===== src/rtl/uart_rx_break.sv =====
// uart_rx_break: 8N1 UART receiver with a one-entry holding register,
// framing-error and overrun pulses, and line-break detection. A detected
// break drives break_out, which resets the downstream command protocol.
module uart_rx_break #(
    parameter int CLK_FREQ   = 12000000,
    parameter int BAUD       = 115200,
    parameter int BREAK_BITS = 20
) (
    input  logic       clk,
    input  logic       reset,
    input  logic       rx,
    output logic       data_valid,
    output logic [7:0] data,
    input  logic       data_ready,
    output logic       break_out,
    output logic       framing_error,
    output logic       overrun
);

    // BIT_CYCLES must be at least 4 so that the half-bit wait is non-trivial.
    localparam int BIT_CYCLES  = CLK_FREQ / BAUD;
    localparam int HALF_CYCLES = BIT_CYCLES / 2;
    localparam int BREAK_LIMIT = BREAK_BITS * BIT_CYCLES;
    localparam int CNT_W       = (BIT_CYCLES > 1) ? $clog2(BIT_CYCLES) : 1;
    localparam int LOW_W       = $clog2(BREAK_LIMIT + 1);

    localparam logic [CNT_W-1:0] HALF_LAST = CNT_W'(HALF_CYCLES - 1);
    localparam logic [CNT_W-1:0] BIT_LAST  = CNT_W'(BIT_CYCLES - 1);
    localparam logic [LOW_W-1:0] LOW_LIMIT = LOW_W'(BREAK_LIMIT);
    localparam logic [LOW_W-1:0] LOW_ONE   = LOW_W'(1);

    typedef enum logic [2:0] {
        ST_IDLE,
        ST_START,
        ST_DATA,
        ST_STOP,
        ST_BREAK_WAIT,
        ST_BREAK,
        ST_WAIT_HIGH
    } state_t;

    state_t           state;
    state_t           state_next;

    logic             rx_meta;
    logic             rxs;

    logic [CNT_W-1:0] baud_cnt;
    logic [2:0]       bit_cnt;
    logic [7:0]       shift_reg;
    logic [LOW_W-1:0] low_cnt;

    logic             timing_active;
    logic             baud_tick;
    logic             start_edge;
    logic             shift_en;
    logic             commit_set;
    logic             ferr_set;
    logic             commit_req;
    logic             flush;

    // Bring the asynchronous line into the clock domain; idle level is high.
    always_ff @(posedge clk or posedge reset) begin
        if (reset) begin
            rx_meta <= 1'b1;
            rxs     <= 1'b1;
        end else begin
            rx_meta <= rx;
            rxs     <= rx_meta;
        end
    end

    assign timing_active = (state == ST_START) || (state == ST_DATA) || (state == ST_STOP);

    assign baud_tick = ((state == ST_START) && (baud_cnt == HALF_LAST)) ||
                       (((state == ST_DATA) || (state == ST_STOP)) && (baud_cnt == BIT_LAST));

    // State register for the frame decoder.
    always_ff @(posedge clk or posedge reset) begin
        if (reset) begin
            state <= ST_IDLE;
        end else begin
            state <= state_next;
        end
    end

    // Next-state logic and single-cycle control strobes for the datapath.
    always_comb begin
        state_next = state;
        start_edge = 1'b0;
        shift_en   = 1'b0;
        commit_set = 1'b0;
        ferr_set   = 1'b0;
        case (state)
            ST_IDLE: begin
                if (!rxs) begin
                    start_edge = 1'b1;
                    state_next = ST_START;
                end
            end
            ST_START: begin
                if (baud_tick) begin
                    state_next = rxs ? ST_IDLE : ST_DATA;
                end
            end
            ST_DATA: begin
                if (baud_tick) begin
                    shift_en = 1'b1;
                    if (bit_cnt == 3'd7) begin
                        state_next = ST_STOP;
                    end
                end
            end
            ST_STOP: begin
                if (baud_tick) begin
                    if (rxs) begin
                        commit_set = 1'b1;
                        state_next = ST_IDLE;
                    end else if (shift_reg == 8'h00) begin
                        state_next = ST_BREAK_WAIT;
                    end else begin
                        ferr_set   = 1'b1;
                        state_next = ST_WAIT_HIGH;
                    end
                end
            end
            ST_BREAK_WAIT: begin
                if (rxs) begin
                    ferr_set   = 1'b1;
                    state_next = ST_IDLE;
                end else if (low_cnt >= LOW_LIMIT) begin
                    state_next = ST_BREAK;
                end
            end
            ST_BREAK: begin
                if (rxs) begin
                    state_next = ST_IDLE;
                end
            end
            ST_WAIT_HIGH: begin
                if (rxs) begin
                    state_next = ST_IDLE;
                end
            end
            default: begin
                state_next = ST_IDLE;
            end
        endcase
    end

    // Bit timing: half-bit wait in START, full-bit spacing in DATA and STOP.
    always_ff @(posedge clk or posedge reset) begin
        if (reset) begin
            baud_cnt <= '0;
        end else if (baud_tick || !timing_active) begin
            baud_cnt <= '0;
        end else begin
            baud_cnt <= baud_cnt + 1'b1;
        end
    end

    // Data bit counter and LSB-first shift register.
    always_ff @(posedge clk or posedge reset) begin
        if (reset) begin
            bit_cnt   <= '0;
            shift_reg <= '0;
        end else if (state == ST_IDLE) begin
            bit_cnt <= '0;
        end else if (shift_en) begin
            bit_cnt   <= bit_cnt + 1'b1;
            shift_reg <= {rxs, shift_reg[7:1]};
        end
    end

    // Low-time counter: starts at one because rxs was already low for a
    // cycle when IDLE saw the edge, then saturates at the break length.
    always_ff @(posedge clk or posedge reset) begin
        if (reset) begin
            low_cnt <= '0;
        end else if (state == ST_IDLE) begin
            low_cnt <= start_edge ? LOW_ONE : '0;
        end else if (timing_active || (state == ST_BREAK_WAIT)) begin
            if (low_cnt != LOW_LIMIT) begin
                low_cnt <= low_cnt + 1'b1;
            end
        end else begin
            low_cnt <= '0;
        end
    end

    // Commit request and framing-error pulse, one cycle after the stop sample.
    always_ff @(posedge clk or posedge reset) begin
        if (reset) begin
            commit_req    <= 1'b0;
            framing_error <= 1'b0;
        end else begin
            commit_req    <= commit_set;
            framing_error <= ferr_set;
        end
    end

    // Entering or holding BREAK empties the holding register in the same
    // edge, so break_out and data_valid can never be high together.
    assign flush = (state_next == ST_BREAK);

    // Holding register with valid/ready handshake and overrun detection.
    always_ff @(posedge clk or posedge reset) begin
        if (reset) begin
            data_valid <= 1'b0;
            data       <= 8'h00;
            overrun    <= 1'b0;
        end else begin
            overrun <= 1'b0;
            if (flush) begin
                data_valid <= 1'b0;
            end else if (commit_req) begin
                if (!data_valid || data_ready) begin
                    data       <= shift_reg;
                    data_valid <= 1'b1;
                end else begin
                    overrun <= 1'b1;
                end
            end else if (data_valid && data_ready) begin
                data_valid <= 1'b0;
            end
        end
    end

    assign break_out = (state == ST_BREAK);

endmodule


===== config.mk =====
export PLATFORM = sky130hd
export DESIGN_NAME = uart_rx_break
export DESIGN_NICKNAME = d
export VERILOG_FILES = /design/src/rtl/uart_rx_break.sv
export SDC_FILE = /design/constraint.sdc
export NUM_CORES = 1
export LEC_CHECK = 0
export ABC_AREA = 1
export CAP_MARGIN = 15
export CORE_MARGIN = 2
export CORE_UTILIZATION = 40
export CTS_CLUSTER_DIAMETER = 100
export DETAILED_ROUTE_END_ITERATION = 10
export DONT_BUFFER_PORTS = 1
export GPL_TIMING_DRIVEN = 0
export PLACE_DENSITY = 0.52
export SYNTH_ARGS = -nofsm -noshare
export SYNTH_HDL_FRONTEND = slang
export SYNTH_SLANG_ARGS = --single-unit

===== constraint.sdc =====
create_clock -name clk -period 4.12 [get_ports clk]
set_clock_uncertainty 0.2 [all_clocks]
set_input_delay 0.412 -clock clk [delete_from_list [all_inputs] [get_ports clk]]
set_output_delay 0.412 -clock clk [all_outputs]
set_load 0.02 [all_outputs]

# Word level (Yosys, flattened, before mapping)
# Index checks and enable logic that the tools add are counted.
# word_totals
reg_bits,47
in_bits,4
output_inout_bits,12
wordCells,88
# classes
addsub,3
order_cmp,1
eq_ne,13
n_mux,37
n_bitwise,2
reduce_logical,20
# ops
cell,count
12-bit 2-to-1 mux,3
3-bit 2-to-1 mux,11
1-bit 2-to-1 mux,18
3-bit case mux with 6 select lines,1
3-bit == test (second input constant),5
12-bit by 1-bit adder with 12-bit output (second input constant),1
12-bit >= comparator (second input constant),1
12-bit inequality test (second input constant),1
8-bit zero test,1
7-bit by 1-bit adder with 7-bit output (second input constant),1
7-bit by 6-bit == test with 1-bit output (second input constant),1
7-bit == test (second input constant),1
1-bit logical OR,7
7-bit 2-to-1 mux,1
3-bit by 2-bit == test with 1-bit output (second input constant),2
2-bit 2-to-1 mux,2
2-bit AND reduction,2
3-bit by 1-bit adder with 3-bit output (second input constant),1
3-bit by 1-bit == test with 1-bit output (second input constant),1
1-bit logical AND,3
3-bit zero test,1
3-bit by 1-bit inequality test with 1-bit output (second input constant),1
3-bit by 2-bit inequality test with 1-bit output (second input constant),1
3-bit AND reduction,1
6 further kinds,8

# Logic depth before layout (Yosys ltp)
# depth
word_depth,9
depth_mapped,9
ltp_nobuf,9

# Worst setup path before layout
# Ideal clock, no wire load.
# synth_timing
path_type,reg-to-reg
start,register baud_cnt[0]
end,register shift_reg[0]
setup_time_ns,0.117
t_arrival_ns,1.272
required_ns,3.803
slack_ns,2.531
stages_incl_launch_ff,9
path_buffers,1
period_less_slack_ns,1.589
path_cell_list,dfrtp_1 > ha_1 > nor3b_1 > nand3_1 > nand2_2 > nand2_2 > buf_6 > nand2_1 > o21ai_2
# synth_via
elab_chain_len,6
elab_cells_between_ends,8
classes_between,2 x eq/ne; 2 x mux; 4 x reduce/logical
# synth_rtl
element,line_no,source
from (decl),48,logic [CNT_W-1:0] baud_cnt;
from (signal assigned),158,baud_cnt <= baud_cnt + 1'b1;
7-bit by 6-bit == test with 1-bit output / 7-bit == test (equally long branches),"75, 76",
"1-bit logical AND, on equally long branches","75, 76",
1-bit logical OR *,75,assign baud_tick = ((state == ST_START) && (baud_cnt == HALF_LAST)) ||
1-bit 2-to-1 mux *,107,if (baud_tick) begin
1-bit 2-to-1 mux *,94,case (state)
2-bit AND reduction (no source line) *,n/a,
to (signal assigned),171,"shift_reg <= {rxs, shift_reg[7:1]};"
to (decl),50,logic [7:0] shift_reg;
# Every way passes the cells marked *; elsewhere a longest branch is shown, timed or not.
# A chain may end at the register's enable or synchronous reset.

# Worst setup path after layout
# layout_timing
start,register state[0]
end,register low_cnt[0]
# layout_via
elab_chain_len,6
elab_cells_between_ends,13
classes_between,5 x eq/ne; 4 x mux; 4 x reduce/logical
# layout_rtl
element,line_no,source
from (decl),42,state_t state;
from (signal assigned),83,state <= state_next;
3-bit by 1-bit == test with 1-bit output / 3-bit by 2-bit == test with 1-bit output (equally long branches),73,assign timing_active = (state == ST_START) || (state == ST_DATA) || (state == ST_STOP);
1-bit logical OR (2 in a row),73,
1-bit logical OR,182,end else if (timing_active || (state == ST_BREAK_WAIT)) begin
12-bit 2-to-1 mux,182,
12-bit 2-to-1 mux,180,end else if (state == ST_IDLE) begin
to (signal assigned),181,low_cnt <= start_edge ? LOW_ONE : '0;
to (signal assigned),184,low_cnt <= low_cnt + 1'b1;
to (decl),51,logic [LOW_W-1:0] low_cnt;
# Several ways; a longest one is shown, not always the timed one.

==> summary.md <==
| Metric | Value |
|---|---|
| Global Route Usage Sum | `0.1459` |
| Die area | `6207 um2` |
| Core footprint | `5439 um2` |
| Top Ports | `16` |
| Mapped Cells | `265` |
| Routed Antenna Nets | `0` |
| Reg clk slew, reported paths | `80 ps` |
| Routed vias/inst | `4.764` |
| Antenna violations before repair | `0` |
| Number of flip-flops in the largest register | `12` |
| Cells along the critical path | `nor2_1 -> nor2_1 -> nor2_2 -> inv_1 -> nand2_1 -> nand2_1 -> o21ai_0` |
| Cell taking the most area after synthesis | `dfrtp_1` |
| Crit Path Max Fanout | `9` |
| Peak VDD IR | `0.0001712 V` |
| Synth unique cells | `27` |
| Power Total | `864.5 uW` |
| First-pass GRT wire length | `7272 um` |
| Most frequent cells after synthesis | `66 x nand2_1, 45 x dfrtp_1, 32 x nor2_1` |
| Crit path arrival time | `1810 ps` |
| #FFs+latches synth | `47` |
| Share of layout cells above drive strength 1 | `0.09420` |
| Remaining global-route overflow | `0` |
| Area Growth Syn to Fin | `11.75%` |
| Router iterations before antenna repair | `4` |
| Setup crit start kind | `flip-flop` |
| Die width | `78.79 um` |
| Layout Cells excl Fill | `348` |
| Routed WL | `3987 um` |
| PortBufs | `0` |
| Worst hold slack | `98.90 ps` |
| Final number of setup-violating endpoints | `0` |
| CP Capture Type | `flip-flop` |
| Status | `finished clean` |
| Worst-Skew Late Latency | `300 ps` |
| F_max | `0.5550 GHz` |
| Design area | `2500 um2` |
| Diode count | `0` |
| Nets | `284` |
| Vias in the first global route | `1669` |
| Crit path max-delay cell type | `dfrtp_1` |
| Initial Util | `0.4113` |
| Syn avg cell area | `8.442 um2` |
| Setup repair bufs after CTS | `0` |
| Syn Nets | `274` |
| Fin crit share | `0.4373` |
| Reg2reg setup slack | `2320 ps` |
| Cell Area, Placed | `2347 um2` |
| Mapped Area | `2237 um2` |
| Pins Over Slew Limit | `0` |
| DP Cell Count | `338` |
| # clock sinks | `47` |
| Worst slew margin | `0.7055` |
| Largest cells by area after synthesis | `dfrtp_1 50%, nand2_1 11%, nor2_1 5.4%` |
| CTS tree | `built` |
| # fillers | `546` |
| Routed length per instance | `11.46 um` |
| Synth top area share | `0.5034` |
| CTS root buf | `clkbuf_8` |
| Post-synth ARST share | `1.000` |
| Sequential element share of the synthesized area | `0.5268` |
| Number of flops mapped to enable cells by yosys | `0` |
| Via Count | `1658` |
| FF+latch area | `1179 um2` |
| Die Span Y | `78.79 um` |
| Setup TNS | `0 ps` |
| Top_reg_cell synth | `dfrtp_1` |
| # rows | `27` |
| DR DRC count | `0` |
| CP Data Required Time | `4120 ps` |
| Hpwl dp | `2967 um` |
| Setup CP Type | `flip-flop to flip-flop` |
| Leak | `0.001223 uW` |
| Syn. warnings | `0` |
| Inserted Clock Buffers | `5` |
| Worst path max stage delay | `440 ps` |
| CTS-repair resized insts | `0` |
| Placer Congestion | `0.8099` |
| Tmin final | `1802 ps` |
| Pwr/cell area | `345.8 nW/um2` |
| Unrepaired setup endpoints after global routing | `false` |
| H-tree levels | `2` |
| HP Class | `input port to flip-flop` |
| Actual slew at the worst max-slew pin | `441.1 ps` |
| Pin count of the biggest net entering global routing | `30` |
| Count leader, synth | `nand2_1` |
| CTS Buffer Depth | `2` |
| Hold_buf cts | `2` |
| Multi-input combinational cell area | `905.9 um2` |
| Detailed Route Iter0 Violations | `104` |
| Final Hold Fails | `0` |
| Max cap viols | `0` |
[critical path, delay by kind of cell, from the launching register on]
kind                   cells  cell delay, ps
and+or+nand+nor            5             800
buffers and inverters      1             200
AOI/OAI and AO/OA          1              80
DFF                        1             440
[cell usage in the layout (no fill, tap or decap), types with 2 or more instances in the layout]
cell type	count
nor2_1	32
inv_1	27
buf_6	2
o21ai_0	8
bufinv_16	2
nor3_2	2
dfstp_2	2
nor3_1	9
clkbuf_8	5
dfrtp_1	45
o22ai_1	2
nor3b_1	4
inv_2	3
nand2_1	66
nand3_1	20
nand4_1	14
dlygate4sd3_1	2
xor2_1	4
a21oi_1	6
o21ai_2	4
ha_1	5
nand2_2	2
[per-layer routing]
layer  global-route usage  up-vias  routed length [um]
li1                     -      884                   -
met5                    0        -                   0
met1               0.1833      745                1897
met4              0.04737        0                  63
met2               0.2462       23                1903
met3              0.03636        6                 121
[metrics by stage]
stage	setup WS (ps)	util
finish	2318	0.4596
global route	2082	0.4596
detailed placement	2292	0.4316
floorplan	2395	-
CTS	2278	0.4596
global placement	1820	0.4279
[final timing paths]
check | from | endpoint | cells after the start
worst max-delay path | state[0] | low_cnt[0] | 7
worst min-delay path | data_ready | data_valid | 3
worst max register to register | state[0] | low_cnt[0] | 7
worst min register to register | rx_meta | rxs | 0
max in group asynchronous | reset | commit_req | 3
min in group asynchronous | reset | low_cnt[8] | 2
[report_power, final]
part,internal [uW],switching [uW]
sequential,463,0.752
clock,242,145
combinational,3.35,10.5
total,708,156
[layout make-up]
class                      instances  share of cell area
buffer                             4             0.01251
clock buffer                       6             0.02903
tap                               72             0.03604
timing repair buffer               3             0.01602
inverter                          32             0.04855
clock inverter                     2             0.02402
multi-input combinational        182              0.3624
sequential                        47              0.4715
[cell families after synthesis]
logic type	after synthesis	synth area share
AO/OA/AOI/OAI	21	0.05537
XOR/XNOR	5	0.01957
adder cells (fa/ha/maj)	5	0.02796
buffers and inverters	36	0.06823
flip-flops	47	0.5268
AND/OR/NAND/NOR	151	0.3020
Power figures use the tool's default switching activity.
